--- src/rtl/game_pkg.sv ---
// game_pkg: shared types and constants for the Flappy Bird game sequencer.
//   game_state_t  : sequencer states, encoding visible on the game_ctrl state port
//   DEF_*         : default frame counts and score width
//   frame_cnt_w() : width of the frame counter able to hold either frame count
package game_pkg;

    typedef enum logic [2:0] {
        IDLE  = 3'd0,
        READY = 3'd1,
        PLAY  = 3'd2,
        DYING = 3'd3,
        OVER  = 3'd4
    } game_state_t;

    localparam int DEF_READY_FRAMES = 30;
    localparam int DEF_DEATH_FRAMES = 90;
    localparam int DEF_SCORE_W      = 8;

    // Width that holds max(a, b). It is never below 1 bit, so both counts
    // at zero still give a legal vector.
    function automatic int frame_cnt_w(input int a, input int b);
        int m;
        m = (a > b) ? a : b;
        if (m < 1) begin
            m = 1;
        end
        return $clog2(m + 1);
    endfunction

endpackage

--- src/rtl/btn_sync_edge.sv ---
// btn_sync_edge: two-flop synchronizer for an asynchronous board button,
// followed by a rising-edge detector.
//   clk   : system clock
//   reset : synchronous, active-high; clears every flop
//   btn   : raw button level, asynchronous to clk
//   pulse : one-cycle pulse, high in the third cycle after the raw rise
module btn_sync_edge (
    input  logic clk,
    input  logic reset,
    input  logic btn,
    output logic pulse
);

    logic sync1_reg;
    logic sync2_reg;
    logic prev_reg;

    always_ff @(posedge clk) begin
        if (reset) begin
            sync1_reg <= 1'b0;
            sync2_reg <= 1'b0;
            prev_reg  <= 1'b0;
        end else begin
            sync1_reg <= btn;
            sync2_reg <= sync1_reg;
            prev_reg  <= sync2_reg;
        end
    end

    // Built only from flops, so the pulse is glitch-free.
    assign pulse = sync2_reg & ~prev_reg;

endmodule

--- src/rtl/game_ctrl.sv ---
// game_ctrl: top-level game sequencer (IDLE -> READY -> PLAY -> DYING -> OVER).
// It gates the pipe scroller and bird physics, masks the die detector between
// rounds, and keeps the round score and the high score.
//   clk, reset  : system clock, synchronous active-high reset
//   frame_tick  : one pulse per video frame; drives the READY/DYING countdowns
//   flap_btn    : raw button level (synchronized internally)
//   die         : collision level; pipe_pass: pipe passed the bird column
//   run         : scroll/physics enable;   flap : one-cycle flap impulse
//   world_rst   : one-cycle world reset;   die_clr : die detector clear/mask
//   game_over   : high in OVER;            state : current state encoding
//   score       : round score (saturating); hiscore : best score since reset
// Build option: define GAME_HISCORE_EN to build the high-score register.
// Without it, hiscore is tied to 0.
// Every output is a register. Each output's next value is decoded from the
// next state, so a state change and its outputs take effect on the same edge.
module game_ctrl
    import game_pkg::*;
#(
    parameter int READY_FRAMES = DEF_READY_FRAMES,
    parameter int DEATH_FRAMES = DEF_DEATH_FRAMES,
    parameter int SCORE_W      = DEF_SCORE_W
) (
    input  logic               clk,
    input  logic               reset,
    input  logic               frame_tick,
    input  logic               flap_btn,
    input  logic               die,
    input  logic               pipe_pass,
    output logic               run,
    output logic               flap,
    output logic               world_rst,
    output logic               die_clr,
    output logic               game_over,
    output logic [2:0]         state,
    output logic [SCORE_W-1:0] score,
    output logic [SCORE_W-1:0] hiscore
);

    localparam int FCNT_W = frame_cnt_w(READY_FRAMES, DEATH_FRAMES);
    localparam logic [FCNT_W-1:0]  READY_CNT = FCNT_W'(READY_FRAMES);
    localparam logic [FCNT_W-1:0]  DEATH_CNT = FCNT_W'(DEATH_FRAMES);
    localparam logic [SCORE_W-1:0] SCORE_MAX = '1;

    logic btn_edge;

    btn_sync_edge u_btn (
        .clk   (clk),
        .reset (reset),
        .btn   (flap_btn),
        .pulse (btn_edge)
    );

    game_state_t        state_reg, state_next;
    logic [FCNT_W-1:0]  cnt_reg, cnt_next;
    logic [SCORE_W-1:0] score_reg, score_next;
    logic               run_reg, run_next;
    logic               flap_reg, flap_next;
    logic               world_rst_reg, world_rst_next;
    logic               die_clr_reg, die_clr_next;
    logic               game_over_reg, game_over_next;

    always_ff @(posedge clk) begin
        if (reset) begin
            state_reg     <= IDLE;
            cnt_reg       <= '0;
            score_reg     <= '0;
            run_reg       <= 1'b0;
            flap_reg      <= 1'b0;
            world_rst_reg <= 1'b0;
            die_clr_reg   <= 1'b1;
            game_over_reg <= 1'b0;
        end else begin
            state_reg     <= state_next;
            cnt_reg       <= cnt_next;
            score_reg     <= score_next;
            run_reg       <= run_next;
            flap_reg      <= flap_next;
            world_rst_reg <= world_rst_next;
            die_clr_reg   <= die_clr_next;
            game_over_reg <= game_over_next;
        end
    end

    always_comb begin
        state_next     = state_reg;
        cnt_next       = cnt_reg;
        score_next     = score_reg;
        flap_next      = 1'b0;
        world_rst_next = 1'b0;

        case (state_reg)
            IDLE, OVER: begin
                if (btn_edge) begin
                    state_next     = READY;
                    world_rst_next = 1'b1;
                    score_next     = '0;
                    cnt_next       = READY_CNT;
                end
            end
            READY: begin
                if (frame_tick) begin
                    if (cnt_reg == '0) begin
                        state_next = PLAY;
                    end else begin
                        cnt_next = cnt_reg - FCNT_W'(1);
                    end
                end
            end
            PLAY: begin
                // A collision takes priority over a simultaneous pipe pass
                // or flap, so nothing leaks into DYING.
                if (die) begin
                    state_next = DYING;
                    cnt_next   = DEATH_CNT;
                end else begin
                    if (pipe_pass && (score_reg != SCORE_MAX)) begin
                        score_next = score_reg + SCORE_W'(1);
                    end
                    flap_next = btn_edge;
                end
            end
            DYING: begin
                if (frame_tick) begin
                    if (cnt_reg == '0) begin
                        state_next = OVER;
                    end else begin
                        cnt_next = cnt_reg - FCNT_W'(1);
                    end
                end
            end
            default: begin
                state_next = IDLE;
            end
        endcase

        run_next       = (state_next == PLAY);
        // The die detector stays cleared from power-up until play starts. It
        // is released through PLAY/DYING/OVER, so leaving OVER pulses it.
        die_clr_next   = (state_next == IDLE) || (state_next == READY);
        game_over_next = (state_next == OVER);
    end

`ifdef GAME_HISCORE_EN
    logic [SCORE_W-1:0] hiscore_reg;
    logic               round_end;

    assign round_end = (state_reg == DYING) && frame_tick && (cnt_reg == '0);

    always_ff @(posedge clk) begin
        if (reset) begin
            hiscore_reg <= '0;
        end else if (round_end && (score_reg > hiscore_reg)) begin
            hiscore_reg <= score_reg;
        end
    end

    assign hiscore = hiscore_reg;
`else
    assign hiscore = '0;
`endif

    assign state     = state_reg;
    assign score     = score_reg;
    assign run       = run_reg;
    assign flap      = flap_reg;
    assign world_rst = world_rst_reg;
    assign die_clr   = die_clr_reg;
    assign game_over = game_over_reg;

endmodule

--- config.mk ---
export PLATFORM = sky130hd
export DESIGN_NAME = game_ctrl
export DESIGN_NICKNAME = d
export VERILOG_FILES = /design/src/rtl/game_pkg.sv /design/src/rtl/btn_sync_edge.sv /design/src/rtl/game_ctrl.sv
export SDC_FILE = /design/constraint.sdc
export NUM_CORES = 1
export LEC_CHECK = 0
export CORE_AREA = 2 2 59 61
export CTS_BUF_LIST = sky130_fd_sc_hd__clkbuf_8 sky130_fd_sc_hd__clkbuf_16
export CTS_CLUSTER_DIAMETER = 60
export CTS_CLUSTER_SIZE = 16
export DETAILED_ROUTE_END_ITERATION = 10
export DIE_AREA = 0 0 61 63
export PLACE_DENSITY = 0.76
export SLEW_MARGIN = 40
export SYNTH_ARGS = -nofsm -noshare
export SYNTH_HDL_FRONTEND = slang
export SYNTH_SLANG_ARGS = --single-unit
--- constraint.sdc ---
create_clock -name clk -period 1.8 [get_ports clk]
set_input_delay 0.18 -clock clk [delete_from_list [all_inputs] [get_ports clk]]
set_output_delay 0.18 -clock clk [all_outputs]
set_load 0.05 [all_outputs]
# == Word level (Yosys, flattened, before mapping) ==
# Cells that the tools add are included.
# totals
output_inout_bits,24
reg_bits,26
# op_classes
n_eq_ne,14
reduce_logical,13
bitwise_logic,4
muxes,17
n_addsub,2
# op_table
op,count
$mux W7,4
$mux W8,3
$pmux W7 S3,1
$mux W3,6
$pmux W8 S2,1
$pmux W3 S4,1
$ne A2 B2 Y1 const B,5
$eq A3 B2 Y1 const B,3
$add A8 B1 Y8 const B,1
$ne A8 B8 Y1 const B,1
$logic_not A7 Y1,1
$sub A7 B1 Y7 const B,1
$eq A3 B1 Y1 const B,2
$eq A3 B3 Y1 const B,2
$logic_not A3 Y1,2
$reduce_or A2 Y1,3
$reduce_and A5 Y1,1
$reduce_and A4 Y1,1
$not A1 Y1,3
$reduce_bool A3 Y1,1
$reduce_or A3 Y1,1
$ne A2 B1 Y1 const B,1
$reduce_bool A2 Y1,1
$and A1 B1 Y1,1
other kinds (3),3

# == Depth between registers and ports, before layout ==
# depth
depth_word,6
ltp_mapped,6

# == Cells and area by module ==
# Synthesis repeated with hierarchy kept, for this count alone.
# hier_totals
cells_unflattened,158
area_unflattened_um2,1398.8
# modules_own_cells
module,seq_area_each_um2,area_per_inst_um2,n_inst,cells_per_inst
game_ctrl,460.4,1311.3,1,151
btn_sync_edge,60.1,87.6,1,7

# == Least setup slack after synthesis ==
# Ideal clock, no wire load.
# synth_timing
path_type,register to register
start,reg state_reg[1] (netlist: state[1])
end,reg cnt_reg[4]
path_buffers,1
synth_period_minus_slack_ns,2.159
t_required_ns,1.726
setup_ns,0.074
arrival_ns,2.084
path_slack_ns,-0.359
path_stages_with_launch,6
cell_sequence,dfxtp_1 or4b_1 buf_2 a22o_4 or4_1 a31oi_1
# synth_via
elab_chain_len,4
# synth_rtl
element,line_no,text
"start, declared",game_ctrl.sv:53,"game_state_t state_reg, state_next;"
"start signal, assigned",game_ctrl.sv:73,state_reg <= state_next;
"$eq A3 B3 Y1, or another cell as far along",game_ctrl.sv:91,case (state_reg)
$reduce_or A2 Y1 (on tied branches),--,
"$ne A2 B2 Y1 (no line), or another cell as far along",--,
$reduce_and A5 Y1 (no line),--,
"end signal, assigned",game_ctrl.sv:74,cnt_reg <= cnt_next;
"end, declared",game_ctrl.sv:54,"logic [FCNT_W-1:0] cnt_reg, cnt_next;"
# Parallel ways exist; a longest one is shown, timed or not.
# A chain may end at the register's enable or synchronous reset.

# == Worst setup path in the final report ==
# layout_timing
start,reg cnt_reg[1]
end,reg cnt_reg[6]
# layout_via
elab_chain_len,4
# layout_rtl
element,line_no,text
$sub A7 B1 Y7,"game_ctrl.sv:105, game_ctrl.sv:127",
$mux W7,"game_ctrl.sv:102, game_ctrl.sv:124",
$mux W7,game_ctrl.sv:101,if (frame_tick) begin
$pmux W7 S3,game_ctrl.sv:91,
# Parallel ways exist; a longest one is shown, timed or not. The select of a mux whose other input is x is not followed.

==> qor.csv <==
metric;value;unit
async_reset_ff_frac;0;
critPathKind;reg -> reg;
ir_drop;0.296;mV
power.density;695;nW/um2
failed_checks;negative setup slack;
io-pin-count;30;
hpwl;2.43;mm
finalCritPeriodShare;1.01;
cts_num_sinks;26;
rsz0062_at_grt;true;
netlist_area;1360;um2
synth_cell_types;45;
fin_crit;1820;ps
use_met3;0.0248;
setup-violations-final;1;
timing.rr.start;cnt_reg[1]$_SDFFE_PP0P_;
cts_tree;built;
die_width;61;um
antennaDiodeCount;0;
max_stage_delay;410;ps
clock_path_buffers;2;
drtIter0Drc;84;
pwr-share-comb;0.247;
p_sw;0.393;mW
end_kind;register;
crit_start;cnt_reg[1]$_SDFFE_PP0P_;
yosys.area_share.simple;0.251;
grt_max_degree;23;
pre_cts_slack;-242;ps
yosysWarnings;0;
slew_headroom;0.662;
path_max_fanout;2;
yosysSeqAreaShare;0.382;
antenna_found_initial;0;
dieArea;3840;um2
outcome;finished, violations left;
yosys.area_share.adder;0.0275;
synth_area_per_cell;8.97;um2
ant_nets;0;
totalWireLength;3.43;mm
use_met2;0.312;
gr-max-usage-layer;met2;
cts_buffers;3;
clock_power_share;0.265;
drive_gt1_frac;0.224;
drv_cap;0;
fin_nets;202;
synth_top_family_by_area;simple AND/OR/NAND/NOR gates;
synth_edf_count;0;
gp_congestion;0.929;
core_area;3230;um2
power.share.sequential;0.488;
min_from;u_btn.sync1_reg$_SDFF_PP0_;
num_rows;21;
fillers;286;
critPathLaunchType;register;
htreeDepth;1;
crit_family;simple AND/OR/NAND/NOR gates;
ys_seq_elements;26;
grt_pass1_wl;5.69;mm
grt_pass1_vias;1249;
io_buffers;21;
track_usage;0.192;
ctsRootBufferMaster;clkbuf_8;
fmax;550;MHz
fin_ws;-19.0;ps
synth_mux_area_frac;0.0440;
synthCells;152;
worstMarginPinSlew;506;ps
synth_ff_type;dfxtp_1;
vias_per_cell;5.63;
finClkSkew;3.74;ps
power.internal;0.884;mW
area_delta_synth_final;34.8;%
initial_core_util;0.422;
synth_compound_area_frac;0.214;
met1_usage;0.246;
power;1.28;mW
synthXorXnorAreaFrac;0.00642;
largest_reg_flops;8;
hold_violations;0;
slew_viol_final;0;
netSwitchingFraction;0.308;
critPathArrivalTime;2020;ps
cellLeakagePower;0.698;nW
min_path_type;reg -> reg;
worstPathRequired;2000;ps
critPathBufInv;1;
crit_chain;inv_2, ha_4, or3b_4, or4_1, a311o_1, mux2i_1;
wl_per_cell;14.4;um
clk_pin_slew;90;ps
clk_latency;270;ps
cpMaxStageDelayCell;or4_1;
grt-ovfl-total;0;
vias;1339;
drt_pass1_iterations;4;
cts_hold_buffers;0;
drc_errors;0;
die_y;63;um
[placed cells by master (no fill, tap or decap), types with 4 or more instances in the layout]
master           count
o21ai_0              5
or3_1                8
buf_4               22
a21o_1               5
nor2_1               4
nor3_1               4
nand2_1              7
nand4_1              4
clkdlybuf4s50_1     20
dfxtp_1             21
mux2i_1              6
conb_1               8
a21oi_1              8
nand3_1              7
[timing repair]
item | in CTS | in global routing
hold endpoints to repair | 0 | 0
setup endpoints to repair | 7 | 8
setup buffers | 2 | 1
resized for setup | 8 | 4
pin swaps | 2 | 1
[worst register-to-register path, delay by kind of cell (launching register included)]
| kind | cells | cell delay, ps |
|---|---|---|
| and+or+nand+nor | 2 | 780 |
| muxes | 1 | 140 |
| DFF | 1 | 330 |
| adders and majority gates | 1 | 140 |
| buffers and inverters | 1 | 70 |
| AOI/OAI and AO/OA | 1 | 290 |
[Yosys cell counts (2+ instances only)]
library cell   n  area, um2
and2_1         2       12.5
a21o_1         5       37.5
nand3_1        7       35.0
inv_1          5       18.8
nor3_1         4       20.0
a311o_1        2       20.0
nor2b_1        3       18.8
dfxtp_1       26        521
o211ai_1       3       22.5
a21oi_1        9       45.0
nor2_1         4       15.0
nor4_1         2       12.5
o31ai_1        2       15.0
a31oi_1        2       12.5
or4_1          2       15.0
o21ai_0        5       25.0
or3_1          8       50.1
nor3b_1        3       22.5
nand4_1        4       25.0
clkbuf_1       4       15.0
nand2b_1       2       12.5
buf_4          8       60.1
ha_1           3       37.5
o2111ai_1      3       26.3
nand2_1        8       30.0
or3b_2         2       17.5
mux2i_1        6       60.1
[metrics by stage]
| stage | area (um2) | utilization | std cells | hold slack (ps) | setup TNS, ps |
|---|---|---|---|---|---|
| floorplan | 1410 | - | 159 | 308 | -87.9 |
| global placement | 1730 | 0.535 | 231 | 429 | -772 |
| detailed placement | 1730 | 0.535 | 231 | 433 | -1000 |
| CTS | 1810 | 0.561 | 237 | 459 | -11.3 |
| global route | 1840 | 0.569 | 238 | 473 | -144 |
| finish | 1840 | 0.569 | 238 | 447 | -19.0 |
[cell families (layout without fill, tap and decap cells)]
group | after synthesis | in the layout
compound gates | 40 | 40
xor+xnor | 1 | 1
fa+ha+maj | 3 | 3
buf+inv | 18 | 51
flops | 26 | 26
mux | 6 | 6
other cells | 1 | 8
simple gates | 57 | 57
[area by class of cell]
| type | count | area, um2 | share of cell area |
|---|---|---|---|
| multi-input cells | 115 | 820 | 0.446 |
| flip-flops and latches | 26 | 532 | 0.289 |
| repair buffers | 42 | 365 | 0.199 |
| well taps | 46 | 57.6 | 0.0313 |
| clock buffers | 3 | 41.3 | 0.0225 |
| inverters | 5 | 18.8 | 0.0102 |
| clock inverters | 1 | 3.75 | 0.00204 |
[path summary, 6_finish.rpt]
path                           endpoint  slack [ps]  cells past startpoint
max reg2reg     cnt_reg[6]$_SDFFE_PP0P_         -20                      6
min          u_btn.sync2_reg$_SDFF_PP0_         450                      1
min reg2reg  u_btn.sync2_reg$_SDFF_PP0_         450                      1
max             cnt_reg[6]$_SDFFE_PP0P_         -20                      6
[routing by layer]
metal  up-vias  part of all wire  routed length (um)
li1        643                 -                   -
met1       641              0.42                1430
met2        47              0.52                1780
met3         8             0.043                 148
met4         0             0.022                  74
met5         -                 0                   0
[power groups by stage]
| stage | sequential [mW] | clock [mW] | combinational, mW |
|---|---|---|---|
| after floorplan | 0.651 | 0 | 0.188 |
| after global placement | 0.631 | 0 | 0.276 |
| after detailed placement | 0.632 | 0 | 0.284 |
| after CTS | 0.621 | 0.336 | 0.301 |
| after global routing | 0.628 | 0.365 | 0.340 |
| final | 0.624 | 0.338 | 0.316 |
No activity file was read; power rests on OpenSTA's default activity.
==> patch 1, RTL diff (same settings) <==
Build with the macro `GAME_HISCORE_EN` defined.
--- a/src/rtl/game_ctrl.sv
+++ b/src/rtl/game_ctrl.sv
@@ -13,6 +13,8 @@
 // Without it, hiscore is tied to 0.
 // Every output is a register. Each output's next value is decoded from the
 // next state, so a state change and its outputs take effect on the same edge.
+`define GAME_HISCORE_EN
+
 module game_ctrl
     import game_pkg::*;
 #(
Function: same outputs for any inputs over 10 cycles, from zero or initial values and one cycle with reset high; that may be too few to reach the edited logic, so the function may still have changed.
==> patch 1 against the original RTL <==
- worst setup slack better by 63 ps
- clock power increased by 69%
- total power is 22% higher
- final area up 28%
- area after synthesis is 28% higher
- sequential cell count increased by 8
- wire length increased by 28%
- sequential share of layout area up 1.6 points
- critical endpoint is now hiscore[6]$_SDFFE_PP0P_
- highest routed layer unchanged
==> patch 1: results <==
group,metric,value,unit
run_status,status,"completed",
grt,grtUsageMet1,29.72,%
clocking,cts_made_buffers,5,
clocking,clk_pin_slew_worst_paths,70,ps
critical_path,rrSetupSlack,40,ps
grt,met2_usage,38.71,%
route,wirelength,4.391,mm
critical_path,critPathArrivalTime,1930,ps
synthesis,netlist_top_cells_area,"dfxtp_1 39%, a21oi_1 7.5%, ha_1 7.2%, nand3_1 4.6%, o21ai_0 3.7%",
grt,grt_pass1_wl,7.017,mm
grt,grt_use_met3,4.555,%
critical_path,r2r_cells,6,
route,highest_layer,"met4",
pwr,cellLeakagePower,0.8544,nW
critical_path,startpoint,"score[2]$_SDFFE_PP0P_",
worst_hold_path,hold_end,"u_btn.sync1_reg$_SDFF_PP0_",
route,drt_iter0_markers,118,
placement,io_buffers,29,
route,vias,1702,
sta,fin_skew,3.141,ps
synthesis,synth_nets,218,
pwr,peakVddDrop,0.0005741,V
placement,placed_cells_incl_taps,284,
synthesis,synth_cell_types,47,
critical_path,slowest_delay,370,ps
synthesis,synth.top_cells.by_count,"34 x dfxtp_1, 26 x a21oi_1, 16 x nand3_1, 14 x inv_1, 13 x o21ai_0",
grt,grt_antenna_before_repair,0,
synthesis,avgSynthCellArea,8.635,um^2
route,route.met3.wl,241,um
synthesis,netlist.area_leader.share,39.02,%
grt,grt_pass1_vias,1563,
finish,nets,264,
synthesis,synth_seq_area_share,39.02,%
route,dr_wl_met2,2.211,mm
placement,postPlaceCellArea,2193,um^2
critical_path,critPathCapture,"hiscore[6]$_SDFFE_PP0P_",
route,m1WireLength,1.848,mm
placement,gp_congestion,0.8417,
critical_path,cpMaxStageDelayCell,"dfxtp_2",
critical_path,path_max_fanout,8,
worst_hold_path,holdPathStages,2,
finish,drive_gt1_share,24.10,%
critical_path,critical_path.top_delay_family,"compound AO/OA/AOI/OAI gates",
clocking,cts-root-buf,"clkbuf_8",
grt,grt_usage,23.73,%
placement,detailed_place_hpwl,3.016,mm
grt,grt_max_degree,17,
clocking,h-tree-depth,2,
worst_hold_path,hp-class,"in2reg",
sta,worst_pin_slew,547.5,ps
worst_hold_path,hold_path_startpoint,"flap_btn",
route,wl_per_cell,14.88,um
## patch 1: power breakdown
part	internal (mW)	switching [mW]
logic	0.0948	0.122
registers	0.762	0.0123
clock network	0.301	0.271
total	1.16	0.405
## patch 1: logic make-up after synthesis
group / synth area share (%)
muxes: 1.148
DFF: 39.02
xor gates and xnor gates: 1.507
and+or+nand+nor: 23.39
AOI/OAI and AO/OA: 21.59
adders and majority gates: 7.174
buffers and inverters: 6.169
## patch 1: cell type report
cell class	count	area (um^2)
clock buffer	6	82.58
clock inverter	2	7.507
fill	274	888.4
inverter	14	52.55
multi-input combinational	147	1015
sequential	34	715.7
tap	46	57.56
timing repair buffer	46	412.9
## patch 1: what timing repair did
action,CTS,global route
buffers inserted,0,2
setup endpoints to repair,6,15
cloned,0,1
gates resized for setup,1,12
pin swaps,0,3
## patch 1: through the flow
stage	worst slack, ps	hold slack, ps
after floorplan	-45.86	251.6
after global placement	48.72	424.4
after detailed placement	-36.20	452.5
after CTS	34.10	457.5
after global routing	-27.57	469.8
final	44.24	452.9
==> patch 2, RTL diff (same flow settings) <==
Without the edit above. Register the inputs `flap_btn`, `die` and `pipe_pass` before use. The logic sees them one clock later. The other inputs are not delayed to match. Comments in the files are not updated.
--- a/src/rtl/game_ctrl.sv
+++ b/src/rtl/game_ctrl.sv
@@ -41,12 +41,22 @@
     localparam logic [FCNT_W-1:0]  DEATH_CNT = FCNT_W'(DEATH_FRAMES);
     localparam logic [SCORE_W-1:0] SCORE_MAX = '1;
 
+    logic flap_btn_q;
+    logic die_q;
+    logic pipe_pass_q;
+
+    always_ff @(posedge clk) begin
+        flap_btn_q  <= flap_btn;
+        die_q       <= die;
+        pipe_pass_q <= pipe_pass;
+    end
+
     logic btn_edge;
 
     btn_sync_edge u_btn (
         .clk   (clk),
         .reset (reset),
-        .btn   (flap_btn),
+        .btn   (flap_btn_q),
         .pulse (btn_edge)
     );
 
@@ -109,11 +119,11 @@
             PLAY: begin
                 // A collision takes priority over a simultaneous pipe pass
                 // or flap, so nothing leaks into DYING.
-                if (die) begin
+                if (die_q) begin
                     state_next = DYING;
                     cnt_next   = DEATH_CNT;
                 end else begin
-                    if (pipe_pass && (score_reg != SCORE_MAX)) begin
+                    if (pipe_pass_q && (score_reg != SCORE_MAX)) begin
                         score_next = score_reg + SCORE_W'(1);
                     end
                     flap_next = btn_edge;
Behaviour: not the same (Yosys sat finds a counterexample within 4 cycles, from zero or initial values and one cycle with reset high).
==> patch 2 against the original RTL <==
- maximum frequency up 5.1%
- worst setup slack better by 89 ps
- wire length down 15%
- global-route usage down 2.3 points
- sequential power up 12%
- critical path depth up 2
- core utilization down 0.74 points
- clock power up 54%
- total power up 19%
- die area unchanged
- sequential cell count up 3
- via count down 15%
- area after synthesis up 2.7%
- final area down 1.3%
==> patch 2: results <==
group,metric,value,unit
route,drt_iter0_markers,58,
clocking,cts_made_buffers,5,
placement,postPlaceCellArea,1644,um^2
grt,grt_use_met3,5.383,%
synthesis,muxShareOfSynthArea,0.7149,%
synthesis,synth_compound_area_share,12.51,%
pwr,cellLeakagePower,0.7132,nW
route,m1WireLength,1.323,mm
pwr,pwr-share-seq,45.9,%
sta,worst_pin_slew,512.3,ps
placement,gp_congestion,0.8838,
synthesis,synthAdderAreaFrac,2.681,%
synthesis,synth.top_cells.by_count,"29 x dfxtp_1, 18 x nor2_1, 8 x buf_4, 7 x nand3_1, 7 x xor2_1",
placement,placed_cells_incl_taps,217,
grt,grt_pass1_wl,4.968,mm
finish,nets,191,
grt,grt_max_degree,13,
clocking,clk_pin_slew_worst_paths,50,ps
placement,detailed_place_hpwl,2.075,mm
synthesis,synth_seq_area_share,41.47,%
worst_hold_path,hp-class,"in2reg",
synthesis,synth_xor_area_share,6.881,%
pwr,p_sw_share,28.48,%
placement,post-place-ws,-17.94,ps
grt,met2_usage,26.48,%
critical_path,path_max_fanout,6,
route,route.met3.wl,98,um
clocking,h-tree-depth,2,
clocking,post_cts_resized,3,
pwr,combPwrFrac,19.9,%
finish,drive_gt1_share,22.53,%
pwr,powerDensity,838.8,nW/um^2
route,dr_wl_met2,1.447,mm
clocking,clk_latency,280,ps
run_status,status,"completed",
route,vias,1137,
clocking,postCtsSetupBuffers,0,
pwr,peakVddDrop,0.0005248,V
grt,grt_usage,16.93,%
route,wl_per_cell,12.86,um
sta,fin_skew,4.524,ps
synthesis,netlist_top_cells_area,"dfxtp_1 41%, nor2_1 4.8%, xor2_1 4.4%, buf_4 4.3%, ha_1 2.7%",
route,wirelength,2.933,mm
synthesis,synth_cell_types,47,
-- patch 2: cell count changes in the layout (fill, tap and decap cells not counted), moves of 4 or more --
cell	delta
nor2_1	+14
mux2i_1	-5
o21ai_0	-4
or3_1	-5
xor2_1	+7
buf_4	-13
-- patch 2: path summary, 6_finish.rpt --
check	from	cells past startpoint	end	slack, ps
setup / recovery	cnt_reg[0]$_SDFFE_PP0P_	8	cnt_reg[2]$_SDFFE_PP0P_	70
hold / removal	flap_btn	1	flap_btn_q$_DFF_P_	350
setup reg to reg	cnt_reg[0]$_SDFFE_PP0P_	8	cnt_reg[2]$_SDFFE_PP0P_	70
hold reg to reg	flap_btn_q$_DFF_P_	1	u_btn.sync1_reg$_SDFF_PP0_	440
-- patch 2: cell type report --
class	count	area [um^2]	share of cell area, %
clock buffers	6	82.58	4.552
clock inverters	1	3.754	0.2069
repair buffers	30	280.3	15.45
multi-input cells	112	788.3	43.45
flip-flops and latches	29	586.8	32.34
inverters	4	15.01	0.8276
well taps	46	57.56	3.172
